**src/rtl/y86_seq_ctrl.sv**
```systemverilog
// Stage sequencer for the multi-cycle sequential Y86-64 core.
// Steps each instruction through FETCH..PCUPD, owns the architectural PC,
// runs the data-memory handshake with a timeout, tracks processor status
// and keeps cycle / retired-instruction counters.
module y86_seq_ctrl #(
    parameter int              PC_W        = 64,
    parameter logic [PC_W-1:0] RESET_PC    = '0,
    parameter int              CNT_W       = 32,
    parameter int              MEM_TIMEOUT = 16
) (
    input  logic             clk,
    input  logic             rst_n,
    input  logic             start,
    input  logic [3:0]       icode,
    input  logic             instr_valid,
    input  logic             imem_error,
    input  logic [PC_W-1:0]  next_pc,
    input  logic             mem_ack,
    input  logic             dmem_error,
    output logic [PC_W-1:0]  pc,
    output logic [5:0]       stage_en,
    output logic             mem_req,
    output logic [2:0]       stat,
    output logic             halted,
    output logic [CNT_W-1:0] cycle_count,
    output logic [CNT_W-1:0] instr_count
);

    localparam int TMO_W = $clog2(MEM_TIMEOUT + 1);
    // Value of the wait counter during the last MEMORY cycle allowed without ack.
    localparam logic [TMO_W-1:0] TMO_LAST = TMO_W'(MEM_TIMEOUT - 1);

    localparam logic [2:0] STAT_AOK = 3'd1;
    localparam logic [2:0] STAT_HLT = 3'd2;
    localparam logic [2:0] STAT_ADR = 3'd3;
    localparam logic [2:0] STAT_INS = 3'd4;

    typedef enum logic [3:0] {
        S_IDLE      = 4'd0,
        S_FETCH     = 4'd1,
        S_DECODE    = 4'd2,
        S_EXECUTE   = 4'd3,
        S_MEMORY    = 4'd4,
        S_WRITEBACK = 4'd5,
        S_PCUPD     = 4'd6,
        S_HALT      = 4'd7,
        S_ERR       = 4'd8
    } state_t;

    state_t             state_r;
    state_t             state_s;
    logic [2:0]         stat_r;
    logic [2:0]         stat_s;
    logic [TMO_W-1:0]   tmo_r;
    logic [TMO_W-1:0]   tmo_s;
    logic [3:0]         icode_r;
    logic [PC_W-1:0]    pc_r;
    logic [5:0]         stage_en_r;
    logic               mem_req_r;
    logic               halted_r;
    logic [CNT_W-1:0]   cycle_count_r;
    logic [CNT_W-1:0]   instr_count_r;

    // One-hot stage strobe for a given state; zero outside the active stages.
    function automatic logic [5:0] stage_decode(input state_t s);
        logic [5:0] v;
        case (s)
            S_FETCH:     v = 6'b000001;
            S_DECODE:    v = 6'b000010;
            S_EXECUTE:   v = 6'b000100;
            S_MEMORY:    v = 6'b001000;
            S_WRITEBACK: v = 6'b010000;
            S_PCUPD:     v = 6'b100000;
            default:     v = 6'b000000;
        endcase
        return v;
    endfunction

    // Opcodes that touch data memory: rmmovq, mrmovq, call, ret, pushq, popq.
    function automatic logic is_mem_op(input logic [3:0] ic);
        logic r;
        case (ic)
            4'd4, 4'd5, 4'd8, 4'd9, 4'd10, 4'd11: r = 1'b1;
            default:                              r = 1'b0;
        endcase
        return r;
    endfunction

    // True while an instruction is in flight (cycle_count qualifier).
    function automatic logic is_active(input state_t s);
        return (s == S_FETCH) || (s == S_DECODE) || (s == S_EXECUTE) ||
               (s == S_MEMORY) || (s == S_WRITEBACK) || (s == S_PCUPD);
    endfunction

    // Next-state, next-status and memory wait-counter logic.
    always_comb begin
        state_s = state_r;
        stat_s  = stat_r;
        tmo_s   = tmo_r;
        case (state_r)
            S_IDLE: begin
                if (start) begin
                    state_s = S_FETCH;
                end else begin
                    state_s = S_IDLE;
                end
            end
            S_FETCH: begin
                if (imem_error) begin
                    state_s = S_ERR;
                    stat_s  = STAT_ADR;
                end else if (!instr_valid || (icode > 4'd11)) begin
                    state_s = S_ERR;
                    stat_s  = STAT_INS;
                end else if (icode == 4'd0) begin
                    state_s = S_HALT;
                    stat_s  = STAT_HLT;
                end else begin
                    state_s = S_DECODE;
                end
            end
            S_DECODE: begin
                state_s = S_EXECUTE;
            end
            S_EXECUTE: begin
                if (is_mem_op(icode_r)) begin
                    state_s = S_MEMORY;
                    tmo_s   = '0;
                end else begin
                    state_s = S_WRITEBACK;
                end
            end
            S_MEMORY: begin
                // An ack on the final allowed cycle takes priority over the timeout.
                if (mem_ack) begin
                    if (dmem_error) begin
                        state_s = S_ERR;
                        stat_s  = STAT_ADR;
                    end else begin
                        state_s = S_WRITEBACK;
                    end
                end else if (tmo_r == TMO_LAST) begin
                    state_s = S_ERR;
                    stat_s  = STAT_ADR;
                end else begin
                    tmo_s = tmo_r + {{(TMO_W-1){1'b0}}, 1'b1};
                end
            end
            S_WRITEBACK: begin
                state_s = S_PCUPD;
            end
            S_PCUPD: begin
                state_s = S_FETCH;
            end
            S_HALT: begin
                state_s = S_HALT;
            end
            S_ERR: begin
                state_s = S_ERR;
            end
            default: begin
                state_s = S_ERR;
                stat_s  = STAT_INS;
            end
        endcase
    end

    // State, status and Moore outputs registered from the next state.
    always_ff @(posedge clk or negedge rst_n) begin
        if (!rst_n) begin
            state_r    <= S_IDLE;
            stat_r     <= STAT_AOK;
            tmo_r      <= '0;
            stage_en_r <= 6'b000000;
            mem_req_r  <= 1'b0;
            halted_r   <= 1'b0;
        end else begin
            state_r    <= state_s;
            stat_r     <= stat_s;
            tmo_r      <= tmo_s;
            stage_en_r <= stage_decode(state_s);
            mem_req_r  <= (state_s == S_MEMORY);
            halted_r   <= (state_s == S_HALT) || (state_s == S_ERR);
        end
    end

    // Opcode latch, PC register and counters.
    always_ff @(posedge clk or negedge rst_n) begin
        if (!rst_n) begin
            icode_r       <= 4'd0;
            pc_r          <= RESET_PC;
            cycle_count_r <= '0;
            instr_count_r <= '0;
        end else begin
            if (state_r == S_FETCH) begin
                icode_r <= icode;
            end
            if (state_r == S_PCUPD) begin
                pc_r          <= next_pc;
                instr_count_r <= instr_count_r + {{(CNT_W-1){1'b0}}, 1'b1};
            end
            if (is_active(state_r)) begin
                cycle_count_r <= cycle_count_r + {{(CNT_W-1){1'b0}}, 1'b1};
            end
        end
    end

    assign pc          = pc_r;
    assign stage_en    = stage_en_r;
    assign mem_req     = mem_req_r;
    assign stat        = stat_r;
    assign halted      = halted_r;
    assign cycle_count = cycle_count_r;
    assign instr_count = instr_count_r;

endmodule
```
**config.mk**
```make
export PLATFORM = sky130hd
export DESIGN_NAME = y86_seq_ctrl
export DESIGN_NICKNAME = d
export VERILOG_FILES = /design/src/rtl/y86_seq_ctrl.sv
export SDC_FILE = /design/constraint.sdc
export NUM_CORES = 1
export LEC_CHECK = 0
export CAP_MARGIN = 30
export CORE_UTILIZATION = 23
export CTS_BUF_LIST = sky130_fd_sc_hd__clkbuf_4 sky130_fd_sc_hd__clkbuf_8
export DETAILED_ROUTE_END_ITERATION = 12
export PLACE_DENSITY_LB_ADDON = 0.2
export SYNTH_ARGS = -nofsm -noshare
export SYNTH_HDL_FRONTEND = slang
export SYNTH_SLANG_ARGS = --single-unit
```
**constraint.sdc**
```tcl
create_clock -name clk -period 4.7 [get_ports clk]
set_input_delay 1.41 -clock clk [delete_from_list [all_inputs] [get_ports clk]]
set_output_delay 1.41 -clock clk [all_outputs]
set_load 0.01 [all_outputs]
```
==> run_results.csv, run 1 <==
group,metric,value,unit
cts,cts_buffers,17,
hold_path,worstHoldStart,"cycle_count[31]",
power_and_ir_drop,pwr-share-seq,55.5,%
logic_synthesis,synth-seq-cells,151,
hold_path,hold_path_class,"reg2reg",
sta,fin_crit,3.00,ns
cts,post_cts_resized,0,
power_and_ir_drop,p_leak,4.10,nW
routing,vias_per_cell,4.13,
final_layout,area_delta_synth_final,45.1,%
logic_synthesis,netlist_area,0.00647,mm^2
power_and_ir_drop,p_int,1.75,mW
logic_synthesis,synth-edff-count,0,
sta,setup_violations,0,
cts,clkSlewWorstSetupHoldPaths,0.08,ns
cts,h-tree-depth,4,
final_layout,fin_util,33.9,%
sta,hold_violations,0,
cts,clockBufferDepth,2,
cts,tritoncts,"yes",
sta,fmax,0.333,GHz
worst_setup_path,cp_max_fo,6,
worst_setup_path,slowest_stage,"clkdlybuf4s50_1",
cts,clock-sinks,151,
floorplan,rows,61,
worst_setup_path,worstSetupPathType,"in2reg",
routing,ant_nets,0,
hold_path,holdPathStages,1,
power_and_ir_drop,power.total,2.34,mW
logic_synthesis,postSynth.asyncResetShare,100,%
cts,root_buffer,"clkbuf_8",
logic_synthesis,synth_area_per_cell,13.0,um^2
global_route,overflow,0,
sta,rsz0062_at_grt,"false",
routing,dr_total_vias,4567,
power_and_ir_drop,clkPwrFrac,40.4,%
logic_synthesis,netlist_instances,498,
power_and_ir_drop,vdd_drop_max,0.000119,V
worst_setup_path,r2r-end,"instr_count[31]",
worst_setup_path,crit_chain,"clkdlybuf4s50_1 > nor4_1 > nand4b_1 > o2111a_4 > a311oi_4 > mux2_4",
floorplan,dieWidth,170,um
routing,drc,0,
power_and_ir_drop,p_sw,588,uW
power_and_ir_drop,combinationalPowerShare,4.1,%
placement,routabilityCongestion,0.721,
sta,slew_headroom,35.6,%
sta,drv_slew,0,
power_and_ir_drop,switching_share,25.1,%
global_route,grt_pass1_vias,4602,
floorplan,fp.dieH,170,um
final_layout,fill_cells,2781,
routing,drtIter0Drc,226,
power_and_ir_drop,powerDensity,249,mW/mm^2
logic_synthesis,ys_types,55,
logic_synthesis,synth_nets,577,
worst_setup_path,rr_worst_depth,5,
floorplan,core-area,0.0277,mm^2
logic_synthesis,yosysSeqAreaShare,58.4,%
global_route,grt_max_degree,72,
worst_setup_path,max_stage_delay,0.46,ns
sta,period_share,63.9,%
cts,hold_buffers,0,
logic_synthesis,synth_ff_type,"dfrtp_1",
sta,tightestPinTransition,0.967,ns
routing,dr.pass1.iters,4,
final_layout,design_area,0.00939,mm^2
sta,setup_tns,0,ns
global_route,grt_pass1_wl,26200,um
worst_setup_path,cp.arrival,3.32,ns
floorplan,start_util,23.4,%
worst_setup_path,crit_buf_inv,1,
worst_setup_path,endpoint_kind,"flop",
placement,io_buffer_count,213,
cts,clock_latency,0.44,ns
worst_setup_path,worstPathRequired,5.02,ns
placement,postPlaceCellArea,0.00903,mm^2
cts,post-cts-setup-buffers,0,
global_route,grt_usage,11.7,%
final_layout,layout.nets,796,
floorplan,die_area,0.0288,mm^2
floorplan,io_pins,214,
routing,routedWlPerCell,14.9,um
global_route,antenna_found_initial,0,
placement,dp_hpwl,11600,um
final_layout,num_antenna_cells,0,
worst_setup_path,crit_family,"compound AO/OA/AOI/OAI gates",
final_layout,drive_gt1_share,18.4,%
worst_setup_path,startpoint_type,"primary input",
hold_path,holdPathEnd,"cycle_count[31]",
run,maxCapViolCount,0,
worst_setup_path,r2r_slack,2.00,ns
worst_setup_path,r2r_start,"state_r[1]",
sta,finClkSkew,0.0206,ns
run_status,status,"finished clean",
routing,wirelength,16500,um
logic_synthesis,yosys_warnings,0,
-- power by group through the flow --
stage	Sequential [mW]	Clock (mW)	Combinational, mW
finish	1.30	0.944	0.0954
global route	1.30	1.05	0.106
CTS	1.30	1.00	0.0992
detailed placement	1.32	0	0.0985
global placement	1.32	0	0.0986
floorplan	1.32	0	0.00426
-- final cells by class --
cell class | instances | area [um^2] | share of cell area [%]
Tap cell | 378 | 473 | 5.04
Timing Repair Buffer | 216 | 2170 | 23.1
Clock inverter | 13 | 111 | 1.19
Inverter | 16 | 60.1 | 0.639
Sequential cell | 151 | 3780 | 40.2
Clock buffer | 18 | 248 | 2.64
Multi-Input combinational cell | 315 | 2550 | 27.2
-- worst max-delay path by stage --
stage,start,end,slack (ns),cells past startpoint
final,icode[2],stat[1],1.70,6
after global routing,icode[2],stat[1],1.63,6
after CTS,stat[0],stat[0],1.71,1
after detailed placement,icode[2],stat[1],1.27,6
after global placement,icode[2],stat[1],1.27,6
after floorplan,icode[0],stat[1],1.89,5
-- cells in the final DEF (no fill, tap or decap), drive strengths merged, types with 4 or more instances in the layout --
cell type	n
and4	4
mux2	72
clkbuf	18
xor2	28
xnor2	34
nand2	31
clkdlybuf4s50	212
nand3	23
nor3	22
and3	7
dfrtp	150
nor2b	4
nand4	13
inv	24
ha	4
a21oi	4
buf	4
nor4	10
nor2	18
-- metrics by stage --
| stage | worst slack [ns] | hold WS [ns] | cells |
|---|---|---|---|
| after floorplan | 1.89 | 0.476 | 498 |
| after global placement | 1.27 | 0.457 | 1076 |
| after detailed placement | 1.27 | 0.464 | 1076 |
| after CTS | 1.71 | 0.477 | 1107 |
| after global routing | 1.63 | 0.492 | 1107 |
| final | 1.70 | 0.468 | 1107 |
-- routing by layer --
metal	up-vias	share of wire [%]	GRT usage (%)
met5	-	0	0
met1	2250	49	16.4
met2	127	44	17.7
li1	2182	-	-
met3	8	5.7	3.01
met4	0	0.71	2.94
-- synthesized netlist by cell type (3+ instances only) --
| cell type | n | area, um^2 |
|---|---|---|
| a21oi_1 | 3 | 15.0 |
| and2_1 | 3 | 18.8 |
| and3_1 | 6 | 37.5 |
| and4_1 | 4 | 35.0 |
| buf_2 | 8 | 40.0 |
| clkbuf_1 | 5 | 18.8 |
| dfrtp_1 | 150 | 3750 |
| ha_1 | 4 | 50.1 |
| inv_1 | 13 | 48.8 |
| inv_2 | 3 | 11.3 |
| mux2_2 | 70 | 788 |
| mux2i_1 | 3 | 30.0 |
| nand2_1 | 30 | 113 |
| nand3_1 | 23 | 115 |
| nand4_1 | 13 | 81.3 |
| nor2_1 | 18 | 67.6 |
| nor2b_1 | 4 | 25.0 |
| nor3_1 | 15 | 75.1 |
| nor3_2 | 7 | 70.1 |
| nor3b_1 | 3 | 22.5 |
| nor4_1 | 7 | 43.8 |
| o21ai_0 | 3 | 15.0 |
| xnor2_1 | 34 | 298 |
| xor2_1 | 28 | 245 |
-- logic make-up (layout without fill, tap and decap cells) --
group                      Yosys count  after routing  share of synthesized area, %
DFF                                151            151                          58.4
muxes                               75             75                          13.1
adders and majority gates            4              4                         0.773
and+or+nand+nor                    152            152                          14.1
buffers and inverters               32            263                          2.24
xor gates and xnor gates            62             62                          8.39
AOI/OAI and AO/OA                   22             22                          3.02
-- sequential cells by signal, indices dropped and copies added (netlist names), 3 cells and up --
signal and count:
state_r 4, stage_en 6, stat 3, pc 64
tmo_r 5, cycle_count 32, icode_r 3, instr_count 32
No activity file was read; power rests on OpenSTA's default activity.
==> run 2, diff against run 1 <==
clock period = 3.11 ns   (was 4.7 ns; I/O delays follow)
==> run 2 against run 1 <==
Effect of this change: final cell count rose by 0.63%; clock skew fell by 0.0065 ns; non-clock buffer count is 6 higher; first-iteration DRC count down 16%; critical path type is now reg2out; via count hardly changed; core utilization increased by 0.24 points; global-route usage shrank 0.059 points.
==> run_results.csv, run 2 (same netlist as run 1, synthesis figures left out) <==
group,metric,value,unit
run_status,status,"finished clean",
sta,finClkSkew,0.0141,ns
global_route,grt_max_degree,70,
floorplan,start_util,23.4,%
final_layout,largest_register_ffs,64,
routing,drtIter0Drc,189,
worst_setup_path,cp.arrival,1.54,ns
worst_setup_path,rr_worst_depth,8,
worst_setup_path,cp_max_fo,2,
global_route,grt_util_met2,17.9,%
sta,timing.hold.ws,0.427,ns
routing,dr_total_vias,4565,
global_route,grt_use_met1,16.0,%
sta,tightestPinTransition,0.936,ns
routing,vias_per_cell,4.10,
routing,drc,0,
final_layout,layout_commonest_cell,"clkdlybuf4s50_1",
worst_setup_path,worstPathRequired,2.18,ns
floorplan,rows,61,
cts,clock-sinks,151,
global_route,overflow,0,
final_layout,layout_common_cells,"clkdlybuf4s50_1, dfrtp_1, mux2_2",
final_layout,design_area,0.00946,mm^2
routing,ant_nets,0,
worst_setup_path,crit_chain,"clkdlybuf4s50_1",
floorplan,die_area,0.0288,mm^2
floorplan,dieWidth,170,um
power_and_ir_drop,vdd_drop_max,0.000202,V
placement,dp_slack,0.176,ns
global_route,antenna_found_initial,0,
routing,wirelength,16300,um
cts,cts_buffers,17,
sta,fin_crit,2.48,ns
cts,clkSlewWorstSetupHoldPaths,0.09,ns
final_layout,drive_gt1_share,19.2,%
cts,post-cts-setup-buffers,0,
cts,clock_latency,0.44,ns
routing,routedWlPerCell,14.6,um
cts,clockBufferDepth,2,
worst_setup_path,slowest_stage,"clkdlybuf4s50_1",
placement,postPlaceCellArea,0.00909,mm^2
floorplan,core-area,0.0277,mm^2
placement,routabilityCongestion,0.715,
final_layout,fin_util,34.1,%
cts,hold_buffers,0,
worst_setup_path,crit_buf_inv,1,
global_route,use_met3,3.01,%
floorplan,fp.dieH,170,um
sta,rsz0062_at_grt,"false",
final_layout,area_delta_synth_final,46.1,%
global_route,grt_pass1_wl,26100,um
worst_setup_path,max_stage_delay,0.57,ns
hold_path,hold_path_class,"in2async",
sta,hold_violations,0,
sta,setup_violations,0,
sta,setup_ws,0.632,ns
placement,io_buffer_count,213,
power_and_ir_drop,p_leak,4.14,nW
sta,fmax,0.404,GHz
cts,post_cts_resized,0,
global_route,grt_pass1_vias,4560,
global_route,grt_usage,11.6,%
sta,drv_slew,0,
final_layout,num_antenna_cells,0,
worst_setup_path,worstSetupPathType,"reg2out",
sta,slew_headroom,37.6,%
worst_setup_path,endpoint_kind,"primary output",
worst_setup_path,r2r_slack,0.66,ns
placement,dp_hpwl,11600,um
worst_setup_path,r2r_start,"tmo_r[0]",
cts,tritoncts,"yes",
sta,period_share,79.7,%
routing,dr.pass1.iters,4,
power_and_ir_drop,powerDensity,376,mW/mm^2
global_route,grt-busiest-layer,"met2",
worst_setup_path,startpoint_type,"flop",
cts,h-tree-depth,4,
cts,root_buffer,"clkbuf_8",
worst_setup_path,r2r-end,"stat[1]",
run,maxCapViolCount,0,
sta,setup_tns,0,ns
floorplan,io_pins,214,
final_layout,layout.nets,802,
worst_setup_path,crit_family,"buffers and inverters",
[run 2: per-stage QoR]
| stage | power, mW | std cells |
|---|---|---|
| 2_1_floorplan | 2.01 | 498 |
| 3_3_place_gp | 2.15 | 1082 |
| 3_5_place_dp | 2.15 | 1082 |
| 4_1_cts | 3.67 | 1114 |
| 5_1_grt | 3.75 | 1114 |
| 6_report | 3.56 | 1114 |
[run 2: layout make-up]
type,count,area [um^2]
fillers,2807,18200
well taps,378,473
multi-input cells,315,2550
clock inverters,13,114
flip-flops and latches,151,3780
repair buffers,222,2230
clock buffers,19,255
inverters,16,60.1
[run 2: power by group]
part | leakage [nW] | internal (mW) | switching (mW)
logic | 1.89 | 0.0897 | 0.0556
registers | 2.07 | 1.96 | 0
clock network | 0.183 | 0.612 | 0.839
[run 2: worst max-delay path by stage]
stage,startpoint,end,slack (ns),cells after the start
floorplan,icode[0],stat[1],0.78,5
global placement,icode[3],stat[1],0.20,6
detailed placement,icode[2],stat[1],0.18,6
CTS,stat[0],stat[0],0.57,1
global route,state_r[1],instr_count[5],0.45,5
finish,stat[0],stat[0],0.63,1
[run 2: per-layer routing]
metal	routed length, um	vias up
met5	0	-
met4	126	0
met3	887	7
met2	7480	129
met1	7830	2240
li1	-	2189
==> run 3, diff against run 2 <==
clock period = 2.4 ns   (was 3.11 ns; I/O delays follow)
==> run 3 against run 2 <==
Effect of this change: first-iteration DRC count down 14%; global-route usage grew 0.30 points; combinational power rose by 43%; register-to-register slack got worse by 0.54 ns; final area is 3.4% higher; sequential share of layout area down 1.3 points; flip-flop and latch count unchanged; clock-buffer cell count unchanged; sequential power grew 30%; total power rose by 40%; worst hold slack got worse by 0.22 ns; non-clock buffer count grew 26; critical endpoint is now stat[1].
==> run_results.csv, run 3 (same netlist as run 1, synthesis figures left out) <==
group,metric,value,unit
run_status,status,"finished clean",
cts,h-tree-depth,4,
global_route,antenna_found_initial,0,
placement,routabilityCongestion,0.739,
global_route,overflow,0,
final_layout,area_delta_synth_final,51.1,%
final_layout,layout_common_cells,"clkdlybuf4s50_1, dfrtp_1, mux2_2",
power_and_ir_drop,power.total,4.97,mW
floorplan,die_area,0.0288,mm^2
placement,postPlaceCellArea,0.00932,mm^2
final_layout,layout_commonest_cell,"clkdlybuf4s50_1",
worst_setup_path,startpoint_type,"primary input",
routing,routedWlPerCell,14.7,um
worst_setup_path,cp.arrival,2.61,ns
floorplan,start_util,23.4,%
sta,drv_slew,0,
routing,wirelength,16700,um
final_layout,largest_register_ffs,64,
floorplan,core-area,0.0277,mm^2
worst_setup_path,endpoint_kind,"flop",
routing,drc,0,
final_layout,num_antenna_cells,0,
sta,setup_tns,0,ns
global_route,grt_usage,11.9,%
sta,fin_crit,2.29,ns
placement,io_buffer_count,213,
routing,ant_nets,0,
floorplan,rows,61,
global_route,grt_pass1_vias,4768,
worst_setup_path,worstPathRequired,2.72,ns
cts,cts_buffers,17,
sta,rsz0062_at_grt,"false",
placement,dp_slack,-0.288,ns
run,maxCapViolCount,0,
hold_path,hold_path_class,"in2async",
cts,clock_latency,0.44,ns
global_route,grt_max_degree,70,
sta,period_share,95.4,%
worst_setup_path,r2r_slack,0.12,ns
final_layout,drive_gt1_share,22.3,%
sta,slew_headroom,46.8,%
cts,post-cts-setup-buffers,0,
cts,root_buffer,"clkbuf_8",
sta,tightestPinTransition,0.792,ns
placement,dp_hpwl,11900,um
global_route,grt_pass1_wl,26700,um
final_layout,layout.nets,828,
worst_setup_path,rr_worst_depth,8,
floorplan,fp.dieH,170,um
worst_setup_path,worstSetupPathType,"in2reg",
cts,clkSlewWorstSetupHoldPaths,0.10,ns
sta,fmax,0.437,GHz
power_and_ir_drop,p_leak,4.32,nW
floorplan,dieWidth,170,um
power_and_ir_drop,powerDensity,508,mW/mm^2
sta,hold_violations,0,
routing,dr_total_vias,4711,
cts,clockBufferDepth,2,
cts,tritoncts,"yes",
routing,dr.pass1.iters,4,
sta,setup_violations,0,
final_layout,design_area,0.00978,mm^2
power_and_ir_drop,vdd_drop_max,0.000221,V
floorplan,io_pins,214,
sta,setup_ws,0.109,ns
routing,vias_per_cell,4.14,
cts,clock-sinks,151,
routing,drtIter0Drc,162,
sta,finClkSkew,0.0157,ns
worst_setup_path,cp_max_fo,3,
run 3: power by group:
group | leakage [nW] | switching (mW) | internal [mW]
registers | 2.07 | 0 | 2.54
clock network | 0.222 | 1.03 | 1.19
logic | 2.03 | 0.0777 | 0.130
total | 4.32 | 1.11 | 3.86
run 3: worst max-delay path: stages:
cell	delay [ns]
clkdlybuf4s50_1	0.44
nor4_1	0.28
nand4b_1	0.20
and3_4	0.24
a311oi_4	0.39
mux2_4	0.33
run 3: layout make-up:
class	instances	area, um^2
clock buffers	19	255
clock inverters	12	189
fillers	2797	17900
inverters	16	60.1
multi-input cells	315	2560
flip-flops and latches	151	3780
well taps	378	473
repair buffers	248	2460
run 3: worst paths after layout:
kind                                  from         endpoint
setup / recovery                  icode[2]          stat[1]
hold / removal                       rst_n  instr_count[30]
setup reg to reg                  tmo_r[1]          stat[1]
hold reg to reg            cycle_count[31]  cycle_count[31]
max in group asynchronous            rst_n          stat[0]
min in group clk           cycle_count[31]  cycle_count[31]
run 3: timing repair:
| action | 4_1_cts | 5_1_grt |
|---|---|---|
| cloned | 0 | 0 |
| pin swaps | 1 | 2 |
| hold buffers | 0 | 0 |
| endpoints found under the setup margin | 4 | 3 |
| gates resized for setup | 1 | 3 |
run 3: routing by layer:
layer  vias up  wire (um)  GRT usage, %
met5         -          0             0
met4         0        141          2.90
met3        10        957          3.50
met2       133       7900          19.4
met1      2321       7700          15.4
li1       2247          -             -
run 3: through the flow:
| step | std cells | utilization, % | hold WS [ns] |
|---|---|---|---|
| global placement | 1108 | 33.7 | 0.458 |
| finish | 1139 | 35.3 | 0.208 |
| CTS | 1139 | 35.3 | 0.207 |
| detailed placement | 1108 | 33.7 | 0.465 |
| floorplan | 498 | - | 0.424 |
| global route | 1139 | 35.3 | 0.217 |
